[src/rtl/heap_pkg.sv]
// Shared definitions for the heap loader slice.
// Holds the heap mode codes, the bank select codes, the bank count, the loader
// FSM state type and a helper that returns the lowest enabled bank of a mask.
package heap_pkg;

    // Heap operating mode driven on SRAM_State.
    typedef enum logic [1:0] {
        ST_STATIC  = 2'b00,
        ST_OFFCHIP = 2'b01,
        ST_RUN     = 2'b10
    } sram_state_t;

    // Bank select codes. The code of an enabled bank equals its seg_mask bit index.
    typedef enum logic [2:0] {
        SEL_X    = 3'b000,
        SEL_W    = 3'b001,
        SEL_WIN  = 3'b010,
        SEL_WINB = 3'b011,
        SEL_WOUT = 3'b100,
        SEL_NONE = 3'b111
    } sel_t;

    localparam int unsigned BANK_COUNT = 5;

    typedef logic [BANK_COUNT-1:0] bank_mask_t;

    typedef enum logic [1:0] {
        S_IDLE,
        S_LOAD,
        S_DONE
    } load_state_t;

    // Lowest enabled bank index; returns 0 for an empty mask (caller guards that case).
    function automatic logic [2:0] first_bank(input bank_mask_t mask);
        logic [2:0] b;
        logic       found;
        b     = 3'd0;
        found = 1'b0;
        for (int unsigned i = 0; i < BANK_COUNT; i++) begin
            if (!found && mask[i]) begin
                b     = 3'(i);
                found = 1'b1;
            end
        end
        return b;
    endfunction

endpackage

[src/rtl/heap_loader_if.sv]
// Stream and heap write-port bundle for heap_loader.
//   s_valid / s_ready / s_data       : incoming word stream (valid/ready)
//   SRAM_State                       : heap mode (00 static, 01 off-chip write)
//   SEL_inSRAM_offchip               : bank select, 111 = no write
//   addr_inSRAM_offchip, Data_offchip: write address and data
// master: the loader side (consumes the stream, drives the heap write port).
// slave : the environment side (produces the stream, observes the heap port).
interface heap_loader_if #(
    parameter int addr_length = 10,
    parameter int bit_length  = 32
);
    logic                   s_valid;
    logic                   s_ready;
    logic [bit_length-1:0]  s_data;
    logic [1:0]             SRAM_State;
    logic [2:0]             SEL_inSRAM_offchip;
    logic [addr_length-1:0] addr_inSRAM_offchip;
    logic [bit_length-1:0]  Data_offchip;

    modport master (
        input  s_valid, s_data,
        output s_ready, SRAM_State, SEL_inSRAM_offchip, addr_inSRAM_offchip, Data_offchip
    );

    modport slave (
        output s_valid, s_data,
        input  s_ready, SRAM_State, SEL_inSRAM_offchip, addr_inSRAM_offchip, Data_offchip
    );
endinterface

[src/rtl/heap_bank_picker.sv]
// Combinational next-enabled-bank finder.
//   mask      : bank enables, bit0 = X .. bit4 = Wout
//   cur       : current bank index
//   next_bank : lowest enabled bank above cur (equals cur when none remains)
//   none_left : no enabled bank above cur
module heap_bank_picker
    import heap_pkg::*;
(
    input  bank_mask_t  mask,
    input  logic [2:0]  cur,
    output logic [2:0]  next_bank,
    output logic        none_left
);

    always_comb begin
        next_bank = cur;
        none_left = 1'b1;
        for (int unsigned i = 0; i < BANK_COUNT; i++) begin
            if (none_left && (i > 32'(cur)) && mask[i]) begin
                next_bank = 3'(i);
                none_left = 1'b0;
            end
        end
    end

endmodule

[src/rtl/heap_loader.sv]
// Fills the heap banks (X, W, Win, Winb, Wout) from a valid/ready word stream.
// Each accepted word becomes one heap write cycle with select, address and data
// presented together on the following cycle. Enabled banks are filled in order,
// node_num words each, then the heap is returned to static mode and done pulses.
//   clk, rst   : clock, synchronous active-high reset
//   start      : load request, sampled only when idle
//   abort      : cancel an in-progress load (no done pulse)
//   seg_mask   : bank enables, sampled with start
//   bus        : stream input and heap write port (heap_loader_if.master)
//   busy       : high while loading
//   done       : one-cycle pulse at load completion
module heap_loader
    import heap_pkg::*;
#(
    parameter int addr_length = 10,
    parameter int bit_length  = 32,
    parameter int node_num    = 1000
) (
    input  logic                 clk,
    input  logic                 rst,
    input  logic                 start,
    input  logic                 abort,
    input  logic [4:0]           seg_mask,
    heap_loader_if.master        bus,
    output logic                 busy,
    output logic                 done
);

    if (longint'(node_num) > (longint'(1) << addr_length)) begin : g_node_num_check
        $error("heap_loader: node_num does not fit in addr_length address bits");
    end

    localparam logic [addr_length-1:0] LAST_ADDR = addr_length'(node_num - 1);

    load_state_t            state_q, state_d;
    bank_mask_t             mask_q, mask_d;
    logic [2:0]             bank_q, bank_d;
    logic [addr_length-1:0] cnt_q, cnt_d;
    logic                   last_q, last_d;
    logic                   ready_q, ready_d;
    sram_state_t            sram_q, sram_d;
    logic [2:0]             sel_q, sel_d;
    logic [addr_length-1:0] addr_q, addr_d;
    logic [bit_length-1:0]  data_q, data_d;
    logic                   busy_q, busy_d;
    logic                   done_q, done_d;

    logic [2:0]             pick_next;
    logic                   none_left;
    logic                   beat;

    heap_bank_picker u_picker (
        .mask      (mask_q),
        .cur       (bank_q),
        .next_bank (pick_next),
        .none_left (none_left)
    );

    // abort masks ready combinationally so a word offered alongside it is never taken.
    assign bus.s_ready = ready_q & ~abort;
    assign beat        = bus.s_valid & bus.s_ready;

    // The *_d values are the registered outputs for the next cycle, so every
    // output below is a flop. last_q marks the drain cycle after the final
    // beat: ready is already low and the final write is on the port.
    always_comb begin
        state_d = state_q;
        mask_d  = mask_q;
        bank_d  = bank_q;
        cnt_d   = cnt_q;
        last_d  = last_q;
        ready_d = 1'b0;
        sram_d  = ST_STATIC;
        sel_d   = SEL_NONE;
        addr_d  = addr_q;
        data_d  = data_q;
        busy_d  = 1'b0;
        done_d  = 1'b0;

        unique case (state_q)
            S_IDLE: begin
                if (start) begin
                    if (seg_mask != '0) begin
                        state_d = S_LOAD;
                        mask_d  = seg_mask;
                        bank_d  = first_bank(seg_mask);
                        cnt_d   = '0;
                        last_d  = 1'b0;
                        ready_d = 1'b1;
                        sram_d  = ST_OFFCHIP;
                        busy_d  = 1'b1;
                    end else begin
                        state_d = S_DONE;
                        done_d  = 1'b1;
                    end
                end
            end

            S_LOAD: begin
                if (abort) begin
                    state_d = S_IDLE;
                    addr_d  = '0;
                    data_d  = '0;
                end else if (last_q) begin
                    state_d = S_DONE;
                    done_d  = 1'b1;
                end else begin
                    sram_d  = ST_OFFCHIP;
                    busy_d  = 1'b1;
                    ready_d = 1'b1;
                    if (beat) begin
                        sel_d  = bank_q;
                        addr_d = cnt_q;
                        data_d = bus.s_data;
                        if (cnt_q == LAST_ADDR) begin
                            cnt_d = '0;
                            if (none_left) begin
                                last_d  = 1'b1;
                                ready_d = 1'b0;
                            end else begin
                                bank_d = pick_next;
                            end
                        end else begin
                            cnt_d = cnt_q + 1'b1;
                        end
                    end
                end
            end

            S_DONE: begin
                state_d = S_IDLE;
            end

            default: begin
                state_d = S_IDLE;
            end
        endcase
    end

    always_ff @(posedge clk) begin
        if (rst) begin
            state_q <= S_IDLE;
            mask_q  <= '0;
            bank_q  <= '0;
            cnt_q   <= '0;
            last_q  <= 1'b0;
            ready_q <= 1'b0;
            sram_q  <= ST_STATIC;
            sel_q   <= SEL_NONE;
            addr_q  <= '0;
            data_q  <= '0;
            busy_q  <= 1'b0;
            done_q  <= 1'b0;
        end else begin
            state_q <= state_d;
            mask_q  <= mask_d;
            bank_q  <= bank_d;
            cnt_q   <= cnt_d;
            last_q  <= last_d;
            ready_q <= ready_d;
            sram_q  <= sram_d;
            sel_q   <= sel_d;
            addr_q  <= addr_d;
            data_q  <= data_d;
            busy_q  <= busy_d;
            done_q  <= done_d;
        end
    end

    assign bus.SRAM_State          = sram_q;
    assign bus.SEL_inSRAM_offchip  = sel_q;
    assign bus.addr_inSRAM_offchip = addr_q;
    assign bus.Data_offchip        = data_q;
    assign busy                    = busy_q;
    assign done                    = done_q;

endmodule

[src/flat_wrapper.sv]
// flat-port wrapper written by rule: the top's interface ports become plain ports
module heap_loader_flat import heap_pkg::*;
#(
    parameter int addr_length = 10,
    parameter int bit_length  = 32,
    parameter int node_num    = 1000
)
  (clk, rst, start, abort, seg_mask, busy, done, bus_s_valid, bus_s_data, bus_s_ready, bus_SRAM_State, bus_SEL_inSRAM_offchip, bus_addr_inSRAM_offchip, bus_Data_offchip);
  heap_loader_if #(.addr_length(addr_length), .bit_length(bit_length)) bus_i ();
  input  logic clk;
  input  logic rst;
  input  logic start;
  input  logic abort;
  input  logic [4:0] seg_mask;
  output logic busy;
  output logic done;
  input wire logic [$bits(bus_i.s_valid)-1:0] bus_s_valid;
  input wire logic [$bits(bus_i.s_data)-1:0] bus_s_data;
  output wire logic [$bits(bus_i.s_ready)-1:0] bus_s_ready;
  output wire logic [$bits(bus_i.SRAM_State)-1:0] bus_SRAM_State;
  output wire logic [$bits(bus_i.SEL_inSRAM_offchip)-1:0] bus_SEL_inSRAM_offchip;
  output wire logic [$bits(bus_i.addr_inSRAM_offchip)-1:0] bus_addr_inSRAM_offchip;
  output wire logic [$bits(bus_i.Data_offchip)-1:0] bus_Data_offchip;
  assign bus_i.s_valid = bus_s_valid;
  assign bus_i.s_data = bus_s_data;
  assign bus_s_ready = bus_i.s_ready;
  assign bus_SRAM_State = bus_i.SRAM_State;
  assign bus_SEL_inSRAM_offchip = bus_i.SEL_inSRAM_offchip;
  assign bus_addr_inSRAM_offchip = bus_i.addr_inSRAM_offchip;
  assign bus_Data_offchip = bus_i.Data_offchip;
  heap_loader #(.addr_length(addr_length), .bit_length(bit_length), .node_num(node_num)) u_core (.clk(clk), .rst(rst), .start(start), .abort(abort), .seg_mask(seg_mask), .bus(bus_i), .busy(busy), .done(done));
endmodule
[config.mk]
export PLATFORM = sky130hd
export DESIGN_NAME = heap_loader_flat
export DESIGN_NICKNAME = d
export VERILOG_FILES = /design/src/rtl/heap_pkg.sv /design/src/rtl/heap_loader_if.sv /design/src/rtl/heap_bank_picker.sv /design/src/rtl/heap_loader.sv /design/src/flat_wrapper.sv
export SDC_FILE = /design/constraint.sdc
export NUM_CORES = 1
export LEC_CHECK = 0
export ABC_AREA = 1
export CAP_MARGIN = 10
export CELL_PAD_IN_SITES_DETAIL_PLACEMENT = 0
export CELL_PAD_IN_SITES_GLOBAL_PLACEMENT = 1
export CORE_ASPECT_RATIO = 2
export CORE_UTILIZATION = 36
export CTS_CLUSTER_SIZE = 10
export DETAILED_ROUTE_END_ITERATION = 6
export PLACE_DENSITY_LB_ADDON = 0.3
export SLEW_MARGIN = 20
export SYNTH_ARGS = -nofsm -noshare
export SYNTH_HDL_FRONTEND = slang
export SYNTH_SLANG_ARGS = --single-unit
[constraint.sdc]
create_clock -name clk -period 2.9 [get_ports clk]
set_input_delay 0.58 -clock clk [delete_from_list [all_inputs] [get_ports clk]]
set_output_delay 0.58 -clock clk [all_outputs]
set_load 0.02 [all_outputs]
; Yosys cells after proc, flatten, opt, wreduce, memory -nomap -nowiden
; Index checks and enable logic that the tools add are counted.
[op_classes]
addsub = 1
n_lt_le_gt_ge = 4
n_eq_ne = 12
mux = 83
n_bitwise = 5
reduce_logical = 26
[ops]
columns = operator, n
row1 = 32-bit two-way mux, 3
row2 = 10-bit two-way mux, 9
row3 = 1-bit two-way mux, 43
row4 = 3-bit two-way mux, 12
row5 = 10-bit case mux with 2 select lines, 1
row6 = 2-bit two-way mux, 8
row7 = 1-bit logical AND, 11
row8 = "10-bit by 1-bit adder with 10-bit output, second input constant", 1
row9 = "10-bit == test, second input constant", 1
row10 = "2-bit inequality test, second input constant", 5
row11 = 9-bit AND reduction, 1
row12 = 1-bit case mux with 2 select lines, 4
row13 = 2-bit case mux with 2 select lines, 2
row14 = "2-bit by 3-bit greater-than comparator with 1-bit output, first input constant", 2
row15 = "2-bit by 1-bit inequality test with 1-bit output, second input constant", 3
row16 = 3-bit case mux with 2 select lines, 1
row17 = 3-bit AND reduction, 2
row18 = 6-bit AND reduction, 1
row19 = "5-bit inequality test, second input constant", 1
row20 = 5-bit nonzero test, 1
row21 = 5-bit OR reduction, 1
row22 = 1-bit zero test, 4
row23 = 4-bit AND reduction, 1
row24 = 2-bit nonzero test, 2
row25 = other kinds (8), 11
[totals]
ff_bits = 71
word_cells = 143

; Longest topological paths before layout
; Gate-level depths: netlist of the first run.
[logic_depth]
ltp_word = 28
depth_mapped = 10
depth_no_buf = 10

; Modules after synthesis
; Synthesis of the first run repeated with hierarchy kept, for this count alone.
[unflattened]
hier_cells = 433
hier_area_um2 = 3056.7
[modules_own_cells]
columns = mod, instances, cells_per_inst, area_per_inst_um2
row1 = heap_loader, 1, 411, 2932.8
row2 = heap_bank_picker, 1, 22, 123.9

; Worst setup path before layout of the first run
; OpenSTA, ideal clock, no wires.
[synth_path]
kind = input to register
startpoint = input abort
endpoint = register u_core.addr_q[4] (netlist: u_core.bus.addr_inSRAM_offchip[4])
arrival_time_ps = 1541
required_time_ps = 2833
path_slack_ps = 1291
cell_stages = 6
path_buffers = 1
cell_sequence = nor2_1 nand4_4 clkinv_2 buf_6 nand2_1 o21ai_2
[synth_via]
elab_chain_len = 5
elab_cells_between_ends = 7
classes_between = 1 x eq/ne / 1 x mux / 3 x bitwise / 2 x reduce/logical
[synth_lines]
columns = item, line_no
row1 = "start, declared", flat_wrapper.sv:13  ; input logic abort;
row2 = 1-bit inverter, heap_loader.sv:60  ; assign bus.s_ready = ready_q & ~abort;
row3 = 1-bit AND, heap_loader.sv:60
row4 = 1-bit AND, heap_loader.sv:61  ; assign beat = bus.s_valid & bus.s_ready;
row5 = 2-bit nonzero test (no source line), n/a
row6 = 3-bit AND reduction (no source line), n/a
row7 = "end signal, assigned", heap_loader.sv:163  ; addr_q <= addr_d;
row8 = "end, declared", heap_loader.sv:43  ; logic [addr_length-1:0] addr_q, addr_d;
; Parallel ways exist; a longest one is shown, timed or not.
; A chain may end at the register's enable or synchronous reset.

; Worst setup path in the final report of the first run
[layout_path]
startpoint = input abort
endpoint = output bus_s_ready
[layout_via]
elab_chain_len = 2
[layout_lines]
columns = item, line_no
row1 = 1-bit inverter, heap_loader.sv:60
row2 = 1-bit AND, heap_loader.sv:60
row3 = "end, declared", flat_wrapper.sv:19  ; output wire logic [$bits(bus_i.s_ready)-1:0] bus_s_ready;
; No other way between the ends.

==> metrics.md, run 1 <==
| Metric | Value |
|---|---|
| Area leader, netlist | dfxtp_1 |
| Ports | approximately 90 |
| Sequential area share after synthesis | 0.465 |
| Area Growth Syn to Fin | 42.1% |
| Routed Antenna Nets | 0 |
| Clock transition at the register clock pins on the worst setup and hold paths after CTS | 0.06 ns |
| Leakage | 1.57 nW |
| Placement row count | 46 |
| Pins Over Slew Limit | 0 |
| Wire per inst | ~14 um |
| Post-synthesis instance total | approximately 370 |
| Final weighted congestion in routability-driven placement | slightly below 0.8 |
| Endpoint type of the worst setup path | output port |
| Startpoint Class | primary input |
| Crit-path most repeated cell | clkdlybuf4s50_1 |
| Relative slew slack | 0.628 |
| Classification of the worst-slack hold path | reg -> reg |
| Setup repair after global routing missed its margin | false |
| Number of gates resized after cts | 0 |
| Most common cell in the synthesized netlist | nand2_1 |
| Total gr overflow | 0 |
| Via count of the routed design | between 2000 and 3000 |
| Total die area | between 8000 and 9000 sq um |
| X dimension of the die | roughly 66 um |
| Buffer levels on the longest clock path | 2 |
| Layout cells sized above 1 | 0.134 |
| TritonCTS clock tree | yes |
| Floorplan Core Area | about 7900 sq um |
| Power density over cell area | 570 nW/um^2 |
| Area share of the largest cell type after synthesis | 0.465 |
| Result of the run | finished clean |
| Number of hold violations in the final report | 0 |
| Worst Clk Skew | 0.00468 ns |
| Leading register cell type out of synthesis | dfxtp_1 |
| Inst Count DP | between 500 and 600 |
| Drt first pass iters | 4 |
| Initial Util | 0.371 |
| Final worst path period need | around 2.5 ns |
| Synth cell count leaders | nand2_1, dfxtp_1, nor2_1, inv_1, o21ai_2 |
| Post-synthesis register bit count | 68 |
| Post-layout util | 0.528 |
| Worst Path Arrival | just under 2 ns |
| Cell-by-cell trace of the critical path | clkdlybuf4s50_1 > nor2_1 > clkdlybuf4s50_1 |
| H-tree Lvls | 3 |
| Mapped Area | about 2900 sq um |
| Remaining design rule violation count | 0 |
| Die Y | 130 um |
| Clock Root Buffer | clkbuf_16 |
| Synth area leaders | dfxtp_1, nand2_1, o21ai_2 |
| Setup violators final | 0 |
| Number of clock buffers inserted by TritonCTS | 9 |
| Timing-limited maximum frequency | ~400 MHz |
| Global-route wire length before repair | 12100 um |
| Final Cycle Share | 0.876 |
| Fraction of registers with async set or reset after synthesis | 0 |
| Count of buffers from port buffering | 90 |
| Final HPWL DP | 5340 um |
| Total of warnings raised by yosys | 0 |
| Synthesized area per cell | 7.89 sq um |
| Initial DRC Count | 124 |
| Non-Filler Instances | between 500 and 600 |
| Maximum number of pins on one net before global-route repair | 50 |
| Post-CTS setup-driven buffer insertion count | 0 |
| Maximum capacitance violations | 0 |
| Number of sinks handled by clock tree synthesis | a little under 70 |
| Pin slew with the least headroom to its limit | 0.557 ns |
| CP Class | in -> out |
| Vias per std cell | between 4 and 5 |
| Count of cell types in the netlist | 36 |
| Total of hold buffers inserted after clock tree synthesis | 0 |
| Insertion delay of the later-clocked pin in the worst-skew pair | approximately 0.33 ns |
| Post-route setup TNS | 0 ns |
| Number of antenna violations at the first check in global routing | 0 |
| Final net count | ~500 |
| Via count of the first global-routing pass | approximately 2700 |
| Antenna Diode Count | 0 |
| CP max stage cell | clkdlybuf4s50_1 |
| Number of nets in the synthesized netlist | 414 |
| Number of enable flip-flop cells after synthesis | 0 |
| VDD IR max | 0.000375 V |
| Maximum net fanout on the critical path | 3 |
| Critical path's largest stage delay | about 0.66 ns |
| Data required time at the worst endpoint | 2.32 ns |
| Overall track demand over capacity in global routing | 0.189 |
| Final wirelength | approximately 7500 um |
-- report_power, final --
| group | total [mW] | leakage [nW] | switching [mW] | internal [mW] |
|---|---|---|---|---|
| sequential | 0.977 | 0.550 | 0.0170 | 0.960 |
| clock | 1.08 | 0.147 | 0.393 | 0.688 |
| combinational | 0.312 | 0.875 | 0.189 | 0.123 |
-- worst max-delay path: cells and delay by family --
family | cells | cell delay [ns]
buf+inv | 2 | 1.10
simple gates | 1 | 0.28
-- sequential cells by signal, summed over array words and instances (netlist names), 2 cells and up --
name,cells
u_core.bus.Data_offchip,32
u_core.bank_q,3
u_core.cnt_q,10
u_core.bus.SEL_inSRAM_offchip,3
u_core.bus.addr_inSRAM_offchip,10
u_core.mask_q,4
u_core.state_q,2
-- final cells by class --
type                            count  area, sq um
Tap cell                           96          120
Timing Repair Buffer               93          936
Sequential cell                    68         1360
Fill cell                         748         3720
Multi-Input combinational cell    259         1350
Clock buffer                       12          246
Clock inverter                      4         48.8
Inverter                           27          103
-- routing by layer --
metal  part of all wire  up-vias  global-route usage
met5                  0        -                   0
met4              0.024        0               0.105
met3              0.047       13              0.0493
met2               0.54       66               0.334
met1               0.39     1248               0.197
li1                   -     1382                   -
-- layout by cell type (no fill, tap or decap), drive strengths merged --
| cell | Yosys | layout |
|---|---|---|
| nand2 | 122 | 122 |
| clkdlybuf4s50 | 0 | 90 |
| dfxtp | 68 | 68 |
| o21ai | 43 | 43 |
| nor2 | 32 | 32 |
| inv | 26 | 26 |
| a21oi | 20 | 20 |
| nand3 | 15 | 15 |
| clkbuf | 4 | 12 |
| nand4 | 8 | 8 |
| nor3 | 7 | 7 |
| o22ai | 5 | 5 |
| clkinv | 1 | 4 |
| buf | 13 | 3 |
| a31oi | 1 | 1 |
| o311ai | 1 | 1 |
| nor3b | 1 | 1 |
| and3 | 1 | 1 |
| o31ai | 1 | 1 |
| ha | 1 | 1 |
| conb | 1 | 1 |
| bufinv | 0 | 1 |
-- final timing paths --
path	start	end	slack, ns	cells past startpoint
worst max-delay path	abort	bus_s_ready	0.36	3
worst min register to register	u_core.bus.Data_offchip[6]	u_core.bus.Data_offchip[6]	0.46	2
worst max register to register	u_core.state_q[0]	u_core.bus.Data_offchip[28]	1.09	8
worst min-delay path	u_core.bus.Data_offchip[6]	u_core.bus.Data_offchip[6]	0.46	2
-- cells by family after synthesis --
kind of cell	after synthesis	share of synthesized area
flops	68	0.465
fa+ha+maj	1	0.00427
other cells	1	0.00128
simple gates	186	0.294
buf+inv	44	0.0778
compound gates	71	0.158
-- through the flow --
step | area, sq um | power, mW | worst slack, ns | hold slack (ns)
after floorplan | 2930 | 1.19 | 1.29 | 0.435
after global placement | 3870 | 1.31 | 0.381 | 0.445
after detailed placement | 3870 | 1.31 | 0.354 | 0.452
after CTS | 4160 | 2.39 | 0.349 | 0.465
after global routing | 4160 | 2.46 | 0.330 | 0.480
final | 4160 | 2.37 | 0.360 | 0.459
Power figures use the tool's default switching activity.
==> run 2, diff against run 1 <==
--- a/config.mk
+++ b/config.mk
@@ -6,7 +6,6 @@
 export NUM_CORES = 1
 export LEC_CHECK = 0
 export ABC_AREA = 1
-export CAP_MARGIN = 10
 export CELL_PAD_IN_SITES_DETAIL_PLACEMENT = 0
 export CELL_PAD_IN_SITES_GLOBAL_PLACEMENT = 1
 export CORE_ASPECT_RATIO = 2
==> results of run 2 <==
Same layout as run 1: the final DEF is identical, and so are final timing and power.
==> run 3, diff against run 2 <==
--- a/config.mk
+++ b/config.mk
@@ -9,11 +9,12 @@
 export CELL_PAD_IN_SITES_DETAIL_PLACEMENT = 0
 export CELL_PAD_IN_SITES_GLOBAL_PLACEMENT = 1
 export CORE_ASPECT_RATIO = 2
-export CORE_UTILIZATION = 36
+export CORE_UTILIZATION = 35
 export CTS_CLUSTER_SIZE = 10
 export DETAILED_ROUTE_END_ITERATION = 6
 export PLACE_DENSITY_LB_ADDON = 0.3
 export SLEW_MARGIN = 20
 export SYNTH_ARGS = -nofsm -noshare
 export SYNTH_HDL_FRONTEND = slang
+export SYNTH_HIERARCHICAL = 1
 export SYNTH_SLANG_ARGS = --single-unit
==> run 3 against run 2 <==
Effect of this change:
- critical path depth unchanged
- routed wire length increased by 9.7%
- register-to-register slack improved by 0.07 ns
- fmax increased by 4.7%
- largest power group unchanged
- highest routed layer unchanged
==> metrics.md, run 3 <==
| Metric | Value |
|---|---|
| Final worst path period need | ~2.4 ns |
| Ports | roughly 90 |
| Drt first pass iters | 4 |
| Result of the run | finished clean |
| Remaining design rule violation count | 0 |
| Total of hold buffers inserted after clock tree synthesis | 0 |
| Insertion delay of the later-clocked pin in the worst-skew pair | about 0.33 ns |
| CP Class | in -> out |
| Number of fill cells | 825 |
| Maximum capacitance violations | 0 |
| Number of gates resized after cts | 0 |
| Worst Clk Skew | 0.00568 ns |
| Total gr overflow | 0 |
| Buffer levels on the longest clock path | 2 |
| Overall track demand over capacity in global routing | 0.200 |
| Layout cells sized above 1 | 0.0771 |
| Number of antenna violations at the first check in global routing | 0 |
| X dimension of the die | around 68 um |
| Power density over cell area | approximately 530 nW/um^2 |
| Die Y | 133 um |
| Post-CTS setup-driven buffer insertion count | 0 |
| Count of buffers from port buffering | 90 |
| Clock transition at the register clock pins on the worst setup and hold paths after CTS | roughly 0.050 ns |
| Max FFs per register | 32 |
| Final net count | about 560 |
| Number of sinks handled by clock tree synthesis | 68 |
| Initial DRC Count | between 100 and 150 |
| Final HPWL DP | 6080 um |
| Startpoint Class | primary input |
| Final Cycle Share | 0.837 |
| Synthesized area per cell | 7.05 sq um |
| Number of clock buffers inserted by TritonCTS | 9 |
| Number of hold violations in the final report | 0 |
| Timing-limited maximum frequency | around 410 MHz |
| Setup violators final | 0 |
| Placement row count | 47 |
| Mapped Area | about 3000 sq um |
| Initial Util | 0.362 |
| Classification of the worst-slack hold path | reg -> reg |
| Worst Path Arrival | roughly 1.9 ns |
| Final wirelength | between 8000 and 9000 um |
| Area used by multi-input combinational logic | 1400 sq um |
| Total of warnings raised by yosys | 6 |
| TritonCTS clock tree | yes |
| Top library cells by usage in the layout, fill and taps aside | nand2_1, clkdlybuf4s50_1, dfxtp_1, nand3_1, nor2_1 |
| Floorplan Core Area | ~8400 sq um |
| Total power after layout | approximately 2.3 mW |
| Final weighted congestion in routability-driven placement | between 0.8 and 0.9 |
| H-tree Lvls | 3 |
| Via count of the routed design | between 2000 and 3000 |
| Via count of the first global-routing pass | 2716 |
| Endpoint type of the worst setup path | output port |
| VDD IR max | between 0.0003 and 0.0004 V |
| Data required time at the worst endpoint | roughly 2.3 ns |
| Number of nets in the synthesized netlist | between 400 and 500 |
| Leakage | between 1.5 and 2 nW |
| Setup repair after global routing missed its margin | false |
| Routed Antenna Nets | 0 |
| Vias per std cell | 4.70 |
| Global-route wire length before repair | 13100 um |
| Post-route setup TNS | 0 ns |
| Maximum number of pins on one net before global-route repair | 58 |
| Area Growth Syn to Fin | 40.5% |
| Wire per inst | around 13 um |
| Post-synthesis instance total | roughly 430 |
| Clock Root Buffer | clkbuf_16 |
| Most common library cell in the layout ignoring fill and taps | nand2_1 |
| Worst hold margin | ~0.46 ns |
| Pins Over Slew Limit | 0 |
| Sequential cell area | approximately 1400 sq um |
| Total die area | roughly 9000 sq um |
| Antenna Diode Count | 0 |
| Maximum net fanout on the critical path | 3 |
==> run 3: layer usage <==
| metal | up-vias | GRT usage | part of all wire |
|---|---|---|---|
| li1 | 1516 | - | - |
| met1 | 1308 | 0.196 | 0.37 |
| met2 | 64 | 0.362 | 0.57 |
| met3 | 10 | 0.0634 | 0.044 |
| met4 | 0 | 0.0839 | 0.017 |
| met5 | - | 0 | 0 |
==> run 3: worst paths after layout <==
kind	to	slack, ns	from	cells after the start
worst max-delay path	bus_s_ready	0.47	abort	3
worst min-delay path	u_core/bus.Data_offchip[8]	0.46	u_core/bus.Data_offchip[8]	2
worst max register to register	u_core/bus.Data_offchip[15]	1.16	u_core/state_q[0]	8
worst min register to register	u_core/bus.Data_offchip[8]	0.46	u_core/bus.Data_offchip[8]	2
==> run 3: area by class of cell <==
cell class / instances / area share
well taps: 98 / 0.0289
clock inverters: 3 / 0.00501
clock buffers: 13 / 0.0612
inverters: 39 / 0.0347
flip-flops and latches: 68 / 0.320
multi-input cells: 303 / 0.330
repair buffers: 93 / 0.220
==> run 3: worst max-delay path, cell delays in order <==
cell and delay [ns]:
clkdlybuf4s50_1 0.50, nor2_4 0.16, clkdlybuf4s50_1 0.61
==> run 3: per-stage QoR <==
step | cell area (sq um) | utilization | std cells | setup slack (ns)
2_1_floorplan | 3020 | - | 429 | 1.37
3_3_place_gp | 3970 | 0.475 | 601 | 0.495
3_5_place_dp | 3970 | 0.475 | 601 | 0.469
4_1_cts | 4250 | 0.509 | 617 | 0.466
5_1_grt | 4250 | 0.509 | 617 | 0.421
6_report | 4250 | 0.509 | 617 | 0.474
==> run 3: where the power goes <==
| part | switching [mW] | leakage [nW] | internal (mW) |
|---|---|---|---|
| combinational | 0.148 | 1.17 | 0.115 |
| sequential | 0.0211 | 0.551 | 0.958 |
| clock | 0.390 | 0.136 | 0.625 |
